===== config.mk =====
export PLATFORM = sky130hd
export DESIGN_NAME = newton_operand_gen
export DESIGN_NICKNAME = d
export VERILOG_FILES = /design/src/rtl/newton_operand_gen.sv
export SDC_FILE = /design/constraint.sdc
export NUM_CORES = 2
export LEC_CHECK = 0
export BUFFER_PORTS_ARGS = -buffer_cell sky130_fd_sc_hd__buf_2
export CORE_ASPECT_RATIO = 2
export CORE_MARGIN = 3
export CORE_UTILIZATION = 55
export DETAILED_ROUTE_END_ITERATION = 6
export GPL_ROUTABILITY_DRIVEN = 0
export PLACE_DENSITY_LB_ADDON = 0.25
export SLEW_MARGIN = 0
export SYNTH_ARGS = -nofsm -noshare
export SYNTH_HDL_FRONTEND = slang
export SYNTH_SLANG_ARGS = --single-unit

===== constraint.sdc =====
create_clock -name clk -period 12.36 [get_ports clk]
set_clock_uncertainty 0.05 [all_clocks]
set_input_delay 0.618 -clock clk [delete_from_list [all_inputs] [get_ports clk]]
set_output_delay 0.618 -clock clk [all_outputs]
set_load 0.02 [all_outputs]

===== src/rtl/newton_operand_gen.sv =====
// Front end of the fast inverse square root pipeline: forms y0 = magic - (x >> 1)
// and NumB = (x/2) * y0 * y0 through a three-register truncating FP multiply chain.
module newton_operand_gen (
    input  logic        clk,
    input  logic        rst,
    input  logic        in_valid,
    input  logic [31:0] NumIn,
    output logic        out_valid,
    output logic [31:0] NumB,
    output logic [31:0] Init,
    output logic        err
);

    localparam logic [31:0] MAGIC = 32'h5F3759DF;

    // Sign-free truncating multiply; zero exponent means zero, underflow flushes,
    // overflow saturates to +inf.
    function automatic logic [31:0] fmul(input logic [31:0] a, input logic [31:0] b);
        logic [47:0] p;
        logic [22:0] m;
        logic [9:0]  e;
        logic [31:0] r;
        p = 48'({1'b1, a[22:0]}) * 48'({1'b1, b[22:0]});
        m = p[47] ? p[46:24] : p[45:23];
        e = {2'b00, a[30:23]} + {2'b00, b[30:23]} - 10'd127 + {9'd0, p[47]};
        if (a[30:23] == 8'd0 || b[30:23] == 8'd0) begin
            r = 32'h0000_0000;
        end else if ($signed(e) <= 10'sd0) begin
            r = 32'h0000_0000;
        end else if ($signed(e) >= 10'sd255) begin
            r = 32'h7F80_0000;
        end else begin
            r = {1'b0, e[7:0], m};
        end
        return r;
    endfunction

    logic        v1_q, v1_d;
    logic        v2_q, v2_d;
    logic        out_valid_q, out_valid_d;
    logic [31:0] init_s1_q, init_s1_d;
    logic [31:0] halfx_s1_q, halfx_s1_d;
    logic        err_s1_q, err_s1_d;
    logic [31:0] y2_s2_q, y2_s2_d;
    logic [31:0] halfx_s2_q, halfx_s2_d;
    logic [31:0] init_s2_q, init_s2_d;
    logic        err_s2_q, err_s2_d;
    logic [31:0] numb_q, numb_d;
    logic [31:0] init_q, init_d;
    logic        err_q, err_d;

    always_comb begin
        v1_d        = in_valid;
        v2_d        = v1_q;
        out_valid_d = v2_q;

        init_s1_d  = init_s1_q;
        halfx_s1_d = halfx_s1_q;
        err_s1_d   = err_s1_q;
        y2_s2_d    = y2_s2_q;
        halfx_s2_d = halfx_s2_q;
        init_s2_d  = init_s2_q;
        err_s2_d   = err_s2_q;
        numb_d     = numb_q;
        init_d     = init_q;
        err_d      = err_q;

        if (in_valid) begin
            init_s1_d = MAGIC - {1'b0, NumIn[31:1]};
            // Halving a value with exponent 0 or 1 leaves the normal range.
            if (NumIn[30:23] <= 8'd1) begin
                halfx_s1_d = 32'h0000_0000;
            end else begin
                halfx_s1_d = {1'b0, NumIn[30:23] - 8'd1, NumIn[22:0]};
            end
            err_s1_d = NumIn[31] | (NumIn[30:23] == 8'd0);
        end

        if (v1_q) begin
            y2_s2_d    = fmul(init_s1_q, init_s1_q);
            halfx_s2_d = halfx_s1_q;
            init_s2_d  = init_s1_q;
            err_s2_d   = err_s1_q;
        end

        if (v2_q) begin
            numb_d = err_s2_q ? 32'h0000_0000 : fmul(halfx_s2_q, y2_s2_q);
            init_d = init_s2_q;
            err_d  = err_s2_q;
        end
    end

    always_ff @(posedge clk) begin
        if (!rst) begin
            v1_q        <= 1'b0;
            v2_q        <= 1'b0;
            out_valid_q <= 1'b0;
            init_s1_q   <= 32'd0;
            halfx_s1_q  <= 32'd0;
            err_s1_q    <= 1'b0;
            y2_s2_q     <= 32'd0;
            halfx_s2_q  <= 32'd0;
            init_s2_q   <= 32'd0;
            err_s2_q    <= 1'b0;
            numb_q      <= 32'd0;
            init_q      <= 32'd0;
            err_q       <= 1'b0;
        end else begin
            v1_q        <= v1_d;
            v2_q        <= v2_d;
            out_valid_q <= out_valid_d;
            init_s1_q   <= init_s1_d;
            halfx_s1_q  <= halfx_s1_d;
            err_s1_q    <= err_s1_d;
            y2_s2_q     <= y2_s2_d;
            halfx_s2_q  <= halfx_s2_d;
            init_s2_q   <= init_s2_d;
            err_s2_q    <= err_s2_d;
            numb_q      <= numb_d;
            init_q      <= init_d;
            err_q       <= err_d;
        end
    end

    assign out_valid = out_valid_q;
    assign NumB      = numb_q;
    assign Init      = init_q;
    assign err       = err_q;

endmodule


### After elaboration in Yosys (flattened, before gate mapping)

Index checks and enable logic that the tools add are counted.

* bits in registers: 227
* latch bits: 0
* memory bits (writable): 0
* memory bits (read-only): 0
* bits of input ports: 35
* word-level logic and storage cells: 44
* memories kept: 0

* $add $sub $neg: 8
* $mul: 2
* divide/modulo/power cells: 0
* order comparisons: 5
* equal/unequal tests: 0
* shift operators: 0
* mux-type cells: 10
* bitwise logic cells: 1
* reduce and logical (&&, ||, !) cells: 5

Operators with widths (number)
* 31-bit two-way mux: 7
* 24-bit by 24-bit multiplier with 48-bit output: 2
* 23-bit two-way mux: 2
* 8-bit zero test: 4
* 32-bit two-way mux: 1
* 31-bit by 31-bit subtractor with 32-bit output, first input constant: 1
* 10-bit by 1-bit adder with 10-bit output: 2
* 10-bit by 9-bit greater-or-equal comparator with 1-bit output, second input constant: 2
* 10-bit by 1-bit less-or-equal comparator with 1-bit output, second input constant: 2
* 9-bit by 7-bit subtractor with 10-bit output, second input constant: 2
* 8-bit by 8-bit adder with 9-bit output: 2
* 8-bit by 1-bit less-or-equal comparator with 1-bit output, second input constant: 1
* 8-bit by 1-bit subtractor with 8-bit output, second input constant: 1
* 1-bit logical OR: 1
* 1-bit OR: 1

### Longest topological paths before layout

* word-level depth: 8
* gate-level depth with buffers: 42

### Worst setup path before layout

OpenSTA, ideal clock, no wires.

* path kind: register to register
* from: register halfx_s2_q[12]
* to: register numb_q[4], in the netlist NumB[4]
* setup time: 58 ps
* data arrival time: 9539 ps
* setup slack: 2714 ps
* stages on the path, launching flop included: 42
* buffers on the path: 3
* period minus slack after synthesis: 9646 ps
* path through: dfxtp_1 -> clkbuf_1 -> nand2_1 -> fa_1 -> inv_1 -> fa_1 -> inv_1 -> fa_1 -> inv_1 -> fa_1 -> inv_1 -> fa_1 -> inv_1 -> fa_1 -> inv_1 -> fa_1 -> inv_1 -> ha_1 -> [6 not listed] -> a31oi_1 -> or3_1 -> buf_2 -> nand2b_1 -> nand2_1 -> ha_1 -> fa_1 -> a211oi_1 -> o21bai_1 -> a2111o_1 -> a21o_1 -> nand4_1 -> nand4b_1 -> nor3_1 -> clkbuf_1 -> nand3_1 -> mux2i_1 -> a21o_1

* cells in the longest elaborated chain, start to end: 7
* elaborated cells between the ends (all ways): 9

Ends and longest elaborated chain
* from (decl): RTL line 45 `logic [31:0] halfx_s2_q, halfx_s2_d;`
* from (signal assigned): RTL line 116 `halfx_s2_q <= halfx_s2_d;`
* 24-bit by 24-bit multiplier with 48-bit output *: RTL line 23 `p = 48'({1'b1, a[22:0]}) * 48'({1'b1, b[22:0]});`
* 10-bit by 1-bit adder with 10-bit output: RTL line 25 `e = {2'b00, a[30:23]} + {2'b00, b[30:23]} - 10'd127 + {9'd0, p[47]};`
* 10-bit by 9-bit greater-or-equal comparator with 1-bit output: RTL line 30 `end else if ($signed(e) >= 10'sd255) begin`
* 31-bit two-way mux: RTL line 30
* 31-bit two-way mux *: RTL line 28 `end else if ($signed(e) <= 10'sd0) begin`
* 31-bit two-way mux *: RTL line 26 `if (a[30:23] == 8'd0 || b[30:23] == 8'd0) begin`
* 32-bit two-way mux *: RTL line 87 `numb_d = err_s2_q ? 32'h0000_0000 : fmul(halfx_s2_q, y2_s2_q);`
* to (signal assigned): RTL line 119 `numb_q <= numb_d;`
* to (decl): RTL line 48 `logic [31:0] numb_q, numb_d;`

Every way passes the cells marked *; elsewhere a longest branch is shown, timed or not.
A chain may end at the register's enable or synchronous reset.

### Worst setup path in the final report

* from: register y2_s2_q[9]
* to: register numb_q[17], in the netlist NumB[17]

* cells in the longest elaborated chain, start to end: 7
* elaborated cells between the ends (all ways): 9

Ends and longest elaborated chain
* from (decl): RTL line 44 `logic [31:0] y2_s2_q, y2_s2_d;`
* from (signal assigned): RTL line 115 `y2_s2_q <= y2_s2_d;`
* 24-bit by 24-bit multiplier with 48-bit output *: RTL line 23
* 10-bit by 1-bit adder with 10-bit output: RTL line 25
* 10-bit by 9-bit greater-or-equal comparator with 1-bit output: RTL line 30
* 31-bit two-way mux: RTL line 30
* 31-bit two-way mux *: RTL line 28
* 31-bit two-way mux *: RTL line 26
* 32-bit two-way mux *: RTL line 87

Marked as above.

==> impl_metrics.json <==
{
  "hold_viol": 0,
  "synth_top_flop_cell": "dfxtp_1",
  "wl_per_cell_um": 22.02,
  "coreArea_um2": 77470,
  "routed_wl_mm": 128.1,
  "start_kind": "flip-flop",
  "cts-root-buf": "clkbuf_16",
  "synth_edf_count": 0,
  "multiInputGateArea_um2": 33790,
  "drv_cap": 0,
  "synth_most_common_cell": "inv_1",
  "critPathMaxStageDelay_ps": 1090,
  "final_util_pct": 58.93,
  "drtIter0Drc": 1848,
  "drv_slew": 0,
  "cp_common_cell": "fa_1",
  "hpwl_mm": 105.3,
  "crit_start": "y2_s2_q[9]",
  "ant_nets": 0,
  "synth_area_um2": 43270,
  "max_clock_freq_ghz": 0.08526,
  "route.detailed.drc": 0,
  "tns_ps": 0,
  "slowest_stage": "dfxtp_1",
  "rows": 144,
  "dp_cells": 5769,
  "crit_path_end_kind": "flip-flop",
  "synthTopCellsByArea": "fa_1, ha_1, dfxtp_1",
  "seqCellArea_um2": 4534,
  "layout_min_cycle_time_ps": 11730,
  "port_buffers": 99,
  "gr-total-overflow": 0,
  "grt_pass1_wl_mm": 200.2,
  "relSlewSlack_pct": 22.04,
  "synthCells": 4784,
  "cts-buffers-inserted": 25,
  "vias": 32820,
  "syn_nets": 6093,
  "drive_above_1_share_pct": 5.302,
  "die-area_um2": 82270,
  "min_path_type": "in2reg",
  "p_per_area_nw_per_um2": 88.87,
  "initial_core_util_pct": 55.84,
  "grt_pass1_vias": 36130,
  "fill_cells": 6925,
  "tightestPinTransition_ps": 1168,
  "antenna_found_initial": 7,
  "yosysSeqAreaShare_pct": 10.46,
  "setup_viol_count_final": 0,
  "cp.arrival_ps": 12170,
  "yosys_warnings": 0,
  "clk_latency_ps": 580,
  "yosys.area.top_type": "fa_1",
  "p_leak_nw": 23.09,
  "reg2reg_from": "y2_s2_q[9]",
  "syn_to_final_growth_pct": 5.532,
  "ir_worst_vdd_mv": 0.1166,
  "drtPass1Iterations": 6,
  "async_flop_share_pct": 0,
  "die_h_um": 402.6,
  "path_max_fanout": 25,
  "tritoncts": "yes",
  "netlist_top_cells_count": "inv_1, fa_1, nand2_1, ha_1, and2_1",
  "placed_cell_area_um2": 44840,
  "design_area_um2": 45660,
  "synth-seq-cells": 226,
  "synthDistinctLibCells": 80,
  "viasPerCell": 5.640,
  "cts_sinks": 226,
  "grt_max_degree": 100,
  "cp.required_ps": 12800,
  "io_pins": 101,
  "syn_area_per_cell_um2": 9.044,
  "pre_cts_ws_ps": 841.9,
  "fin_crit_sh_pct": 94.89,
  "status": "finished clean",
  "hold_start": "NumIn[3]",
  "track_usage_pct": 32.02,
  "htreeDepth": 1,
  "setup_ws_ps": 631.2,
  "crit_type": "reg2reg",
  "clk_pin_slew_ps": 60,
  "fin_nets": 6083,
  "synth_top_area_share_pct": 41.88,
  "cts_max_path_buffers": 3,
  "dieWidth_um": 204.3,
  "finalNonFillerCells": 5819,
  "rsz0062_at_grt": "false"
}
[registers in the layout, summed over array words and instances (netlist names), 31 cells and up]
| register | cells |
|---|---|
| Init | 32 |
| NumB | 31 |
| halfx_s1_q | 31 |
| halfx_s2_q | 31 |
| init_s1_q | 32 |
| init_s2_q | 32 |
| y2_s2_q | 31 |
[per-layer routing]
layer / GRT usage, % / share of wire [%]
met2: 57.61 / 52
met1: 31.89 / 31
met5: 0 / 0.011
met4: 27.85 / 11
met3: 4.240 / 5.3
[critical path: cells and delay by family (launching register included)]
kind	cells	cell delay [ps]
flops	1	1090
simple gates	12	2580
fa+ha+maj	10	4900
buf+inv	4	480
compound gates	9	2510
[cell families after synthesis]
logic type / Yosys count / share of synthesized area [%]
multiplexers: 134 / 3.106
adder cells (fa/ha/maj): 1274 / 52.55
buffers and inverters: 1317 / 11.48
AO/OA/AOI/OAI: 418 / 6.198
other: 1 / 0.008667
AND/OR/NAND/NOR: 1325 / 14.40
flip-flops: 226 / 10.46
XOR/XNOR: 89 / 1.802
[report_power, final]
group	internal [mW]	total (mW)	switching (mW)
sequential	0.764	0.856	0.0920
clock	0.409	0.743	0.335
combinational	0.926	2.46	1.53
[metrics by stage]
step / hold slack (ps) / power (mW)
after floorplan: 381.6 / 2.552
after global placement: 379.7 / 3.240
after detailed placement: 388.9 / 3.297
after CTS: 247.6 / 4.057
after global routing: 276.3 / 4.385
final: 296.4 / 4.057
[path summary, 6_finish.rpt]
check | to | slack, ps | depth (start not counted)
worst max-delay path | NumB[17] | 630 | 35
worst min-delay path | init_s1_q[2] | 300 | 2
worst max register to register | NumB[17] | 630 | 35
worst min register to register | NumB[18] | 400 | 2
[cell type report]
cell class / count / share of cell area, %
Timing Repair Buffer: 181 / 2.439
Tap cell: 1022 / 2.801
Clock buffer: 35 / 1.562
Clock inverter: 9 / 0.1809
Multi-Input combinational cell: 3241 / 74.01
Inverter: 1099 / 9.046
Sequential cell: 226 / 9.931
Antenna cell: 6 / 0.03288
[placed cells by master (no fill, tap or decap), types with 41 or more instances in the layout]
master,netlist,final
o21ai_0,93,93
inv_1,1089,1089
ha_1,369,369
nand2_1,530,530
a21o_1,41,41
buf_2,8,98
and2_1,324,324
fa_1,905,905
mux2i_1,132,132
buf_4,1,83
dfxtp_1,226,220
xnor2_1,60,60
nor2_1,275,275
nand3_1,65,65
a21oi_1,137,137
[repair_timing]
| item | in CTS | in global routing |
|---|---|---|
| buffers inserted | 0 | 0 |
| hold buffers | 0 | 0 |
| gates resized for setup | 0 | 3 |
| endpoints found under the setup margin | 0 | 3 |
| endpoints found under the hold margin | 0 | 0 |
No activity file was read; power rests on OpenSTA's default activity.
